**src/rtl/uart_pkg.sv**
```systemverilog
// Shared definitions for the UART echo path: scheduler state encoding and the default byte width.
package uart_pkg;

  localparam int DATA_W_DEF = 8;

  typedef enum logic [1:0] {
    IDLE      = 2'd0,
    ISSUE     = 2'd1,
    WAIT_ACK  = 2'd2,
    WAIT_DONE = 2'd3
  } tx_state_e;

endpackage

```
**src/rtl/uart_sync_fifo.sv**
```systemverilog
// Single-clock FIFO with combinational head read. A write is accepted into a full FIFO
// only when a pop happens in the same cycle.
module uart_sync_fifo #(
  parameter int DEPTH  = 16,
  parameter int DATA_W = 8
) (
  input  logic                     sys_clk,
  input  logic                     sys_rst_n,
  input  logic                     wr_en,
  input  logic [DATA_W-1:0]        wr_data,
  input  logic                     rd_en,
  output logic [DATA_W-1:0]        rd_data,
  output logic [$clog2(DEPTH):0]   count,
  output logic                     full,
  output logic                     empty
);

  localparam int AW = $clog2(DEPTH);
  localparam logic [AW-1:0] PTR_ONE  = AW'(1);
  localparam logic [AW:0]   CNT_ONE  = (AW+1)'(1);
  localparam logic [AW:0]   CNT_FULL = (AW+1)'(DEPTH);

  logic [DATA_W-1:0] mem [DEPTH];
  logic [AW-1:0]     wr_ptr;
  logic [AW-1:0]     rd_ptr;
  logic              do_wr;
  logic              do_rd;

  assign full    = (count == CNT_FULL);
  assign empty   = (count == '0);
  assign do_rd   = rd_en && !empty;
  assign do_wr   = wr_en && (!full || do_rd);
  assign rd_data = mem[rd_ptr];

  always_ff @(posedge sys_clk) begin
    if (do_wr) begin
      mem[wr_ptr] <= wr_data;
    end
  end

  always_ff @(posedge sys_clk or negedge sys_rst_n) begin
    if (!sys_rst_n) begin
      wr_ptr <= '0;
      rd_ptr <= '0;
      count  <= '0;
    end else begin
      if (do_wr) wr_ptr <= wr_ptr + PTR_ONE;
      if (do_rd) rd_ptr <= rd_ptr + PTR_ONE;
      case ({do_wr, do_rd})
        2'b10:   count <= count + CNT_ONE;
        2'b01:   count <= count - CNT_ONE;
        default: count <= count;
      endcase
    end
  end

endmodule

```
**src/rtl/uart_tx_sched.sv**
```systemverilog
// Transmit scheduler: buffers received bytes and hands them to uart_tx one at a time,
// only while the transmitter is idle.
//
// state     | meaning
// IDLE      | waiting for a queued byte with tx_busy low
// ISSUE     | tx_en strobe cycle, ack timer loaded
// WAIT_ACK  | waiting for tx_busy to rise, ack timer running
// WAIT_DONE | frame in flight, waiting for tx_busy to fall
module uart_tx_sched
  import uart_pkg::*;
#(
  parameter int DEPTH   = 16,
  parameter int DATA_W  = DATA_W_DEF,
  parameter int ACK_TMO = 15
) (
  input  logic                   sys_clk,
  input  logic                   sys_rst_n,
  input  logic                   rx_done,
  input  logic [DATA_W-1:0]      rx_data,
  input  logic                   tx_busy,
  input  logic                   ovf_clr,
  output logic                   tx_en,
  output logic [DATA_W-1:0]      tx_data,
  output logic [$clog2(DEPTH):0] fifo_count,
  output logic                   overflow
);

  localparam int TW = $clog2(ACK_TMO + 1);
  localparam logic [TW-1:0] TMO_LOAD = TW'(ACK_TMO);
  localparam logic [TW-1:0] TMR_ONE  = TW'(1);

  tx_state_e         state;
  tx_state_e         state_nxt;
  logic [TW-1:0]     ack_tmr;
  logic [DATA_W-1:0] head_data;
  logic              fifo_full;
  logic              fifo_empty;
  logic              fifo_pop;
  logic              drop;

  uart_sync_fifo #(
    .DEPTH  (DEPTH),
    .DATA_W (DATA_W)
  ) u_fifo (
    .sys_clk   (sys_clk),
    .sys_rst_n (sys_rst_n),
    .wr_en     (rx_done),
    .wr_data   (rx_data),
    .rd_en     (fifo_pop),
    .rd_data   (head_data),
    .count     (fifo_count),
    .full      (fifo_full),
    .empty     (fifo_empty)
  );

  assign fifo_pop = (state == IDLE) && !fifo_empty && !tx_busy;
  assign drop     = rx_done && fifo_full && !fifo_pop;

  always_comb begin
    state_nxt = state;
    case (state)
      IDLE:      if (fifo_pop) state_nxt = ISSUE;
      ISSUE:     state_nxt = WAIT_ACK;
      WAIT_ACK: begin
        if (tx_busy)             state_nxt = WAIT_DONE;
        else if (ack_tmr == '0)  state_nxt = IDLE;
      end
      WAIT_DONE: if (!tx_busy) state_nxt = IDLE;
    endcase
  end

  always_ff @(posedge sys_clk or negedge sys_rst_n) begin
    if (!sys_rst_n) begin
      state   <= IDLE;
      tx_en   <= 1'b0;
      tx_data <= '0;
    end else begin
      state <= state_nxt;
      tx_en <= (state_nxt == ISSUE);
      if (fifo_pop) tx_data <= head_data;
    end
  end

  // Down-counter: loaded during the strobe, expires ACK_TMO cycles into WAIT_ACK.
  always_ff @(posedge sys_clk or negedge sys_rst_n) begin
    if (!sys_rst_n) begin
      ack_tmr <= '0;
    end else if (state == ISSUE) begin
      ack_tmr <= TMO_LOAD;
    end else if ((state == WAIT_ACK) && (ack_tmr != '0)) begin
      ack_tmr <= ack_tmr - TMR_ONE;
    end
  end

  always_ff @(posedge sys_clk or negedge sys_rst_n) begin
    if (!sys_rst_n) begin
      overflow <= 1'b0;
    end else if (drop) begin
      overflow <= 1'b1;
    end else if (ovf_clr) begin
      overflow <= 1'b0;
    end
  end

endmodule

```
**config.mk**
```make
export PLATFORM = sky130hd
export DESIGN_NAME = uart_tx_sched
export DESIGN_NICKNAME = d
export VERILOG_FILES = /design/src/rtl/uart_pkg.sv /design/src/rtl/uart_sync_fifo.sv /design/src/rtl/uart_tx_sched.sv
export SDC_FILE = /design/constraint.sdc
export NUM_CORES = 1
export LEC_CHECK = 0
export CELL_PAD_IN_SITES_DETAIL_PLACEMENT = 0
export CELL_PAD_IN_SITES_GLOBAL_PLACEMENT = 2
export CORE_UTILIZATION = 36
export DETAILED_ROUTE_END_ITERATION = 8
export PLACE_DENSITY_LB_ADDON = 0.1
export SYNTH_ARGS = -nofsm -noshare
export SYNTH_HDL_FRONTEND = slang
export SYNTH_SLANG_ARGS = --single-unit
```
**constraint.sdc**
```tcl
create_clock -name sys_clk -period 3.35 [get_ports sys_clk]
set_clock_uncertainty 0.15 [all_clocks]
set_input_delay 0.67 -clock sys_clk [delete_from_list [all_inputs] [get_ports sys_clk]]
set_output_delay 0.67 -clock sys_clk [all_outputs]
set_load 0.03 [all_outputs]
```
Word-level counts from Yosys, hierarchy flattened
Memories as Yosys holds them, arrays and structs flattened. A register that Yosys moved wholly into a read port is not among the register bits.
Index checks and enable logic that the tools add are counted.
{"block": "totals", "output_inout_bits": 15, "ram_bits": 128, "inputBits": 13, "n_memories": 1, "register_bits": 21, "elab_cells": 52}
{"block": "classes", "n_addsub": 5, "n_mux": 12, "n_reduce_logical": 20, "n_eq_ne": 7}
{"memory": "u_fifo.mem", "depth": 16, "word_bits": 8, "read_ports": 1, "rd_clocked_by_memory_dff": 1, "write_ports": 1, "line": "uart_sync_fifo.sv:23", "rtl": "logic [DATA_W-1:0] mem [DEPTH];"}
{"operator": "one-hot mux 5 bit (2 select lines)", "count": 1}
{"operator": "adder 4 x 1 -> 4 bit (second input constant)", "count": 2}
{"operator": "2-to-1 mux 2 bit", "count": 4}
{"operator": "2-to-1 mux 4 bit", "count": 2}
{"operator": "one-hot mux 2 bit (4 select lines)", "count": 1}
{"operator": "logical AND 1 bit", "count": 7}
{"operator": "equality test 2 x 1 -> 1 bit (second input constant)", "count": 3}
{"operator": "equality test 2 bit (second input constant)", "count": 3}
{"operator": "nonzero test 2 bit", "count": 3}
{"operator": "adder 5 x 1 -> 5 bit (second input constant)", "count": 1}
{"operator": "equality test 5 bit (second input constant)", "count": 1}
{"operator": "logical NOT 1 bit", "count": 5}
{"operator": "logical NOT 5 bit", "count": 1}
{"operator": "subtractor 5 x 1 -> 5 bit (second input constant)", "count": 1}
{"operator": "logical NOT 4 bit", "count": 1}
{"operator": "2-to-1 mux 1 bit", "count": 4}
{"operator": "nonzero test 4 bit", "count": 1}
{"operator": "subtractor 4 x 1 -> 4 bit (second input constant)", "count": 1}
{"operator": "logical NOT 2 bit", "count": 1}
{"operator": "logical OR 1 bit", "count": 1}

Logic depth before layout (Yosys ltp)
{"block": "depth", "ltp_word": 9, "mapped_depth": 10, "mapped_depth_nobuf": 8}

Cells and area by module
From an unflattened synthesis, not the netlist that was laid out.
{"block": "hier_totals", "hier_cells": 361, "area_unflattened_um2": 6472.5}
{"mod": "uart_sync_fifo", "area_each_um2": 5748.0, "n_inst": 1, "cells_per_inst": 302, "seq_area_each_um2": 4169.0}
{"mod": "uart_tx_sched", "area_each_um2": 724.4, "n_inst": 1, "cells_per_inst": 59, "seq_area_each_um2": 400.4}

Worst setup path after synthesis
Ideal clock, no wire load.
{"block": "synth_timing", "path_type": "reg2reg", "from": "register u_fifo.count[1]", "to": "register u_fifo.count[4]", "path_stages_with_launch": 10, "setup_ns": 0.128, "t_arrival_ns": 2.550, "period_less_slack_ns": 2.828, "path_buffers": 2, "slack_ns": 0.522, "t_required_ns": 3.072, "cell_sequence": "dfrtp_1 -> buf_6 -> or4_1 -> buf_2 -> o211ai_1 -> xnor2_1 -> ha_1 -> or2_2 -> o22ai_1 -> mux2_1"}
{"block": "synth_between", "elab_chain_cells": 9, "elab_cells_between_ends": 15, "cone_classes": "2 x add/sub; 3 x eq/ne; 1 x mux; 9 x reduce/logical"}
{"element": "from (decl)", "line": "uart_sync_fifo.sv:13", "rtl": "output logic [$clog2(DEPTH):0] count,"}
{"element": "from (signal assigned)", "line": "uart_sync_fifo.sv:50", "rtl": "2'b10: count <= count + CNT_ONE;"}
{"element": "from (signal assigned)", "line": "uart_sync_fifo.sv:51", "rtl": "2'b01: count <= count - CNT_ONE;"}
{"element": "from (signal assigned)", "line": "uart_sync_fifo.sv:52", "rtl": "default: count <= count;"}
{"element": "logical NOT 5 bit", "line": "uart_sync_fifo.sv:30", "rtl": "assign empty = (count == '0);"}
{"element": "logical NOT 1 bit", "line": "uart_sync_fifo.sv:31, uart_tx_sched.sv:56"}
{"element": "logical AND 1 bit (2 in series)", "line": "uart_tx_sched.sv:56", "rtl": "assign fifo_pop = (state == IDLE) && !fifo_empty && !tx_busy;"}
{"element": "logical AND 1 bit", "line": "uart_sync_fifo.sv:31", "rtl": "assign do_rd = rd_en && !empty;"}
{"element": "logical OR 1 bit", "line": "uart_sync_fifo.sv:32", "rtl": "assign do_wr = wr_en && (!full || do_rd);"}
{"element": "logical AND 1 bit", "line": "uart_sync_fifo.sv:32"}
{"element": "equality test 2 x 1 -> 1 bit or equality test 2 bit (tied branches)", "line": "uart_sync_fifo.sv:49", "rtl": "case ({do_wr, do_rd})"}
{"element": "one-hot mux 5 bit (2 select lines) or nonzero test 2 bit (tied branches)"}
Parallel ways exist; a longest one is shown, timed or not.
A chain may end at the register's enable or synchronous reset.

Worst setup path in the final report
{"block": "layout_timing", "from": "register u_fifo.count[2]", "to": "register u_fifo.count[4]"}
Same word-level chain as after synthesis.

==> results list <==
- Max cap viols: 0
* Utilization after layout: a little over two fifths
- Drt initial violations: 158
- Highest attainable clock frequency: 355 MHz
- Tot GR Track Use: 16.1%
* Worst-case headroom to the max-slew limit: 55.2%
- Total setup buffers inserted after CTS: 0
- Number of failing setup endpoints in the final timing report: 0
- Synthesis produced 354 cells.
- The area growth from synthesis to layout is 19.1%.
* Post-route fraction of the period consumed by the critical path: 84.1%
- For the pin with the worst max-slew slack, the measured transition is about 0.67 ns.
- The die covers 18,300 um^2.
- 28 I/O pins were placed.
* Total of fill cells in the finished design: 1,515
- 0 antenna diodes ended up in the layout.
- Synthesis produced a netlist with a net count of 374.
- Power per cell area: 871 nW/um^2
- In the final design database the tool counted between 400 and 500 nets.
- Number of antenna violations at the first check in global routing: 0
* # resized after CTS: 0
* Post-Route WL: ~13,000 um
* Endpoint class of the critical path: register
* Dominant register cell in the synthesized netlist: sky130_fd_sc_hd__edfxtp_1
- Via count of the first global-routing pass: 3,415
- Count of yosys warnings during synthesis: 0
- Mean instance size in the synthesized netlist: about 18 um^2
* Share of layout cells above drive strength 1: 24.0%
- After clock tree synthesis, the clock-pin slew on the worst setup and hold paths is 0.06 ns.
* Summed instance area of the synthesized netlist: approximately 6400 um^2
- Yosys cell types: 51
- Startpoint types: register
- Clock period minus final worst setup slack: around 2.8 ns
- Maximum number of pins on one net before global-route repair: 30
* Port-buffer cells: 27
- In this run the worst path has a maximum fanout of 6.
- Remaining routing DRC violations: 0
- Setup CP Type: reg2reg
* Number of placement rows: 48
- From left edge to right edge, the die measures 135 um.
* Number of flops mapped to enable cells by yosys: 128
* Leading cell type in the layout, fill and taps excluded: sky130_fd_sc_hd__edfxtp_1
- The detail route stage leaves a number of antenna-violating nets equal to 0.
- In this run the static leakage power is 2.57 nW.
- The H-tree was split into 4 levels.
- Clock tree from TritonCTS: done
- Ranking of synthesized cells by area: sky130_fd_sc_hd__edfxtp_1 60%, sky130_fd_sc_hd__dfrtp_1 11%, sky130_fd_sc_hd__mux4_2 11%
- Proportion of synthesized flip-flops having asynchronous set or reset: 18.5%
- Starting Density: roughly 37%
* Critical path data arrival time: 2.96 ns
- Final HPWL from detailed placement: roughly 8600 um
- Path class of the lowest-slack min-delay path: reg2reg
* Placeable core area: 17,400 um^2
- In the routed layout, each cell is associated on average with a via count of 5.03.
- Die boundary height: 135 um
- Buffer depth of the longest clock path: 2
- Buffers inserted to repair hold after CTS numbered 0.
- After synthesis the netlist holds a flip-flop and latch count of 157.
- Global route overflow: 0
- Setup total negative slack on the finished layout was measured at 0 ns.
- The first TritonRoute pass finished after 4 iterations.
- After detailed routing, the average wire length per cell comes to ~21 um.
- The routed layout has about 3,200 vias.
* Clock Root Buffer: sky130_fd_sc_hd__clkbuf_16
- Wire length of the first global-routing pass: 20,600 um
- The worst-case IR drop observed on VDD is roughly 370 uV.
- Commonest cells after routing, fill and taps aside: 128 x sky130_fd_sc_hd__edfxtp_1, 32 x sky130_fd_sc_hd__mux4_2, 28 x sky130_fd_sc_hd__dfrtp_1, 27 x sky130_fd_sc_hd__clkdlybuf4s50_1, 18 x sky130_fd_sc_hd__buf_4
* Hold Fails Final Rpt: 0
- Share of Yosys cell area claimed by the top area cell type: 60.1%
- STA puts the critical path data required time at 3.49 ns.
* RSZ-0062 raised after global routing: false
- Clk_lat worst skew: 0.42 ns
- Clock tree synthesis found a total of 157 sinks.
- Routability-driven placement finished with a final weighted congestion of between 0.7 and 0.8.
- The final max-slew violation count is 0.
- Sequential elements use 71.4% of the synthesized area.
* Status: finished clean
- The number of clock buffers added by TritonCTS is 17.
- Biggest area consumer among synthesized cells: sky130_fd_sc_hd__edfxtp_1
[layer usage]
layer	routed length (um)	GRT usage [%]	up-vias	part of all wire [%]
li1	-	-	1498	-
met3	482	4.00	10	3.7
met2	6600	26.2	51	50
met4	143	5.06	0	1.1
met5	0	0	-	0
met1	5920	21.2	1642	45
[through the flow]
step	setup slack, ns	power [mW]	hold slack, ns	cells	instance area (um^2)
detailed placement	0.228	4.75	0.376	605	7010
floorplan	0.522	4.06	0.224	354	6400
finish	0.532	6.64	0.381	637	7620
CTS	0.520	6.75	0.386	637	7620
global route	0.432	7.01	0.430	637	7620
global placement	0.261	4.75	0.363	605	7010
[final timing paths]
kind	start	endpoint	slack [ns]	depth (start not counted)
setup / recovery	u_fifo.count[2]$_DFFE_PN0P_	u_fifo.count[4]$_DFFE_PN0P_	0.53	7
hold reg to reg	overflow$_DFFE_PN0P_	overflow$_DFFE_PN0P_	0.38	2
max in group asynchronous	sys_rst_n	u_fifo.rd_ptr[0]$_DFFE_PN0N_	2.22	2
min in group asynchronous	sys_rst_n	ack_tmr[3]$_DFFE_PN0P_	0.50	2
setup reg to reg	u_fifo.count[2]$_DFFE_PN0P_	u_fifo.count[4]$_DFFE_PN0P_	0.53	7
hold / removal	overflow$_DFFE_PN0P_	overflow$_DFFE_PN0P_	0.38	2
[where the power goes]
part           switching (mW)  internal (mW)  total, mW  leakage (nW)
Combinational           0.965          0.933       1.90         0.790
Clock                   0.798           1.18       1.98         0.294
Sequential              0.331           2.43       2.76          1.49
[registers in the layout (all words and copies together), names as in the netlist]
name           count
tx_data            8
u_fifo.count       5
u_fifo.rd_ptr      4
state              2
u_fifo.wr_ptr      4
overflow           1
u_fifo.mem       128
ack_tmr            4
tx_en              1
[cell usage after synthesis (2+ instances only)]
| cell | number |
|---|---|
| sky130_fd_sc_hd__mux4_2 | 32 |
| sky130_fd_sc_hd__inv_1 | 10 |
| sky130_fd_sc_hd__o21ai_1 | 2 |
| sky130_fd_sc_hd__o22ai_1 | 17 |
| sky130_fd_sc_hd__nand3_1 | 2 |
| sky130_fd_sc_hd__mux2i_1 | 3 |
| sky130_fd_sc_hd__or2_2 | 2 |
| sky130_fd_sc_hd__clkbuf_1 | 11 |
| sky130_fd_sc_hd__o21ai_0 | 2 |
| sky130_fd_sc_hd__dfrtp_1 | 29 |
| sky130_fd_sc_hd__mux2_1 | 2 |
| sky130_fd_sc_hd__ha_1 | 7 |
| sky130_fd_sc_hd__a211oi_1 | 2 |
| sky130_fd_sc_hd__nor2_1 | 8 |
| sky130_fd_sc_hd__or3_1 | 2 |
| sky130_fd_sc_hd__and2_1 | 12 |
| sky130_fd_sc_hd__nand2_1 | 10 |
| sky130_fd_sc_hd__xor2_1 | 4 |
| sky130_fd_sc_hd__xnor2_1 | 6 |
| sky130_fd_sc_hd__o211ai_1 | 2 |
| sky130_fd_sc_hd__a21oi_1 | 12 |
| sky130_fd_sc_hd__buf_2 | 6 |
| sky130_fd_sc_hd__o21a_1 | 2 |
| sky130_fd_sc_hd__edfxtp_1 | 128 |
| sky130_fd_sc_hd__and3_1 | 2 |
| sky130_fd_sc_hd__nor3_1 | 3 |
| sky130_fd_sc_hd__nand2b_1 | 3 |
| sky130_fd_sc_hd__mux2_2 | 8 |
| sky130_fd_sc_hd__nand4_1 | 3 |
[final cells by class]
type                            instances  area (um^2)  area share (%)
Clock buffer                           17          425            5.58
Clock inverter                         15          183            2.40
Timing Repair Buffer                   46          425            5.58
Inverter                               10         37.5           0.493
Multi-Input combinational cell        167         1700            22.3
Sequential cell                       157         4570            60.0
Tap cell                              225          282            3.69
[cells by family after synthesis]
kind of cell / synth area share, %
DFF: 71.4
and+or+nand+nor: 5.03
AOI/OAI and AO/OA: 5.04
muxes: 13.7
buffers and inverters: 2.05
xor gates and xnor gates: 1.37
adders and majority gates: 1.37
[worst max-delay path: stages, from the launching register on]
cell and delay (ns):
sky130_fd_sc_hd__dfrtp_1 0.45, sky130_fd_sc_hd__or4_1 0.69, sky130_fd_sc_hd__o211ai_1 0.30, sky130_fd_sc_hd__xnor2_1 0.10
sky130_fd_sc_hd__ha_1 0.22, sky130_fd_sc_hd__or2_2 0.30, sky130_fd_sc_hd__o22ai_1 0.17, sky130_fd_sc_hd__mux2_1 0.34
(Power assumes the default switching activity.)
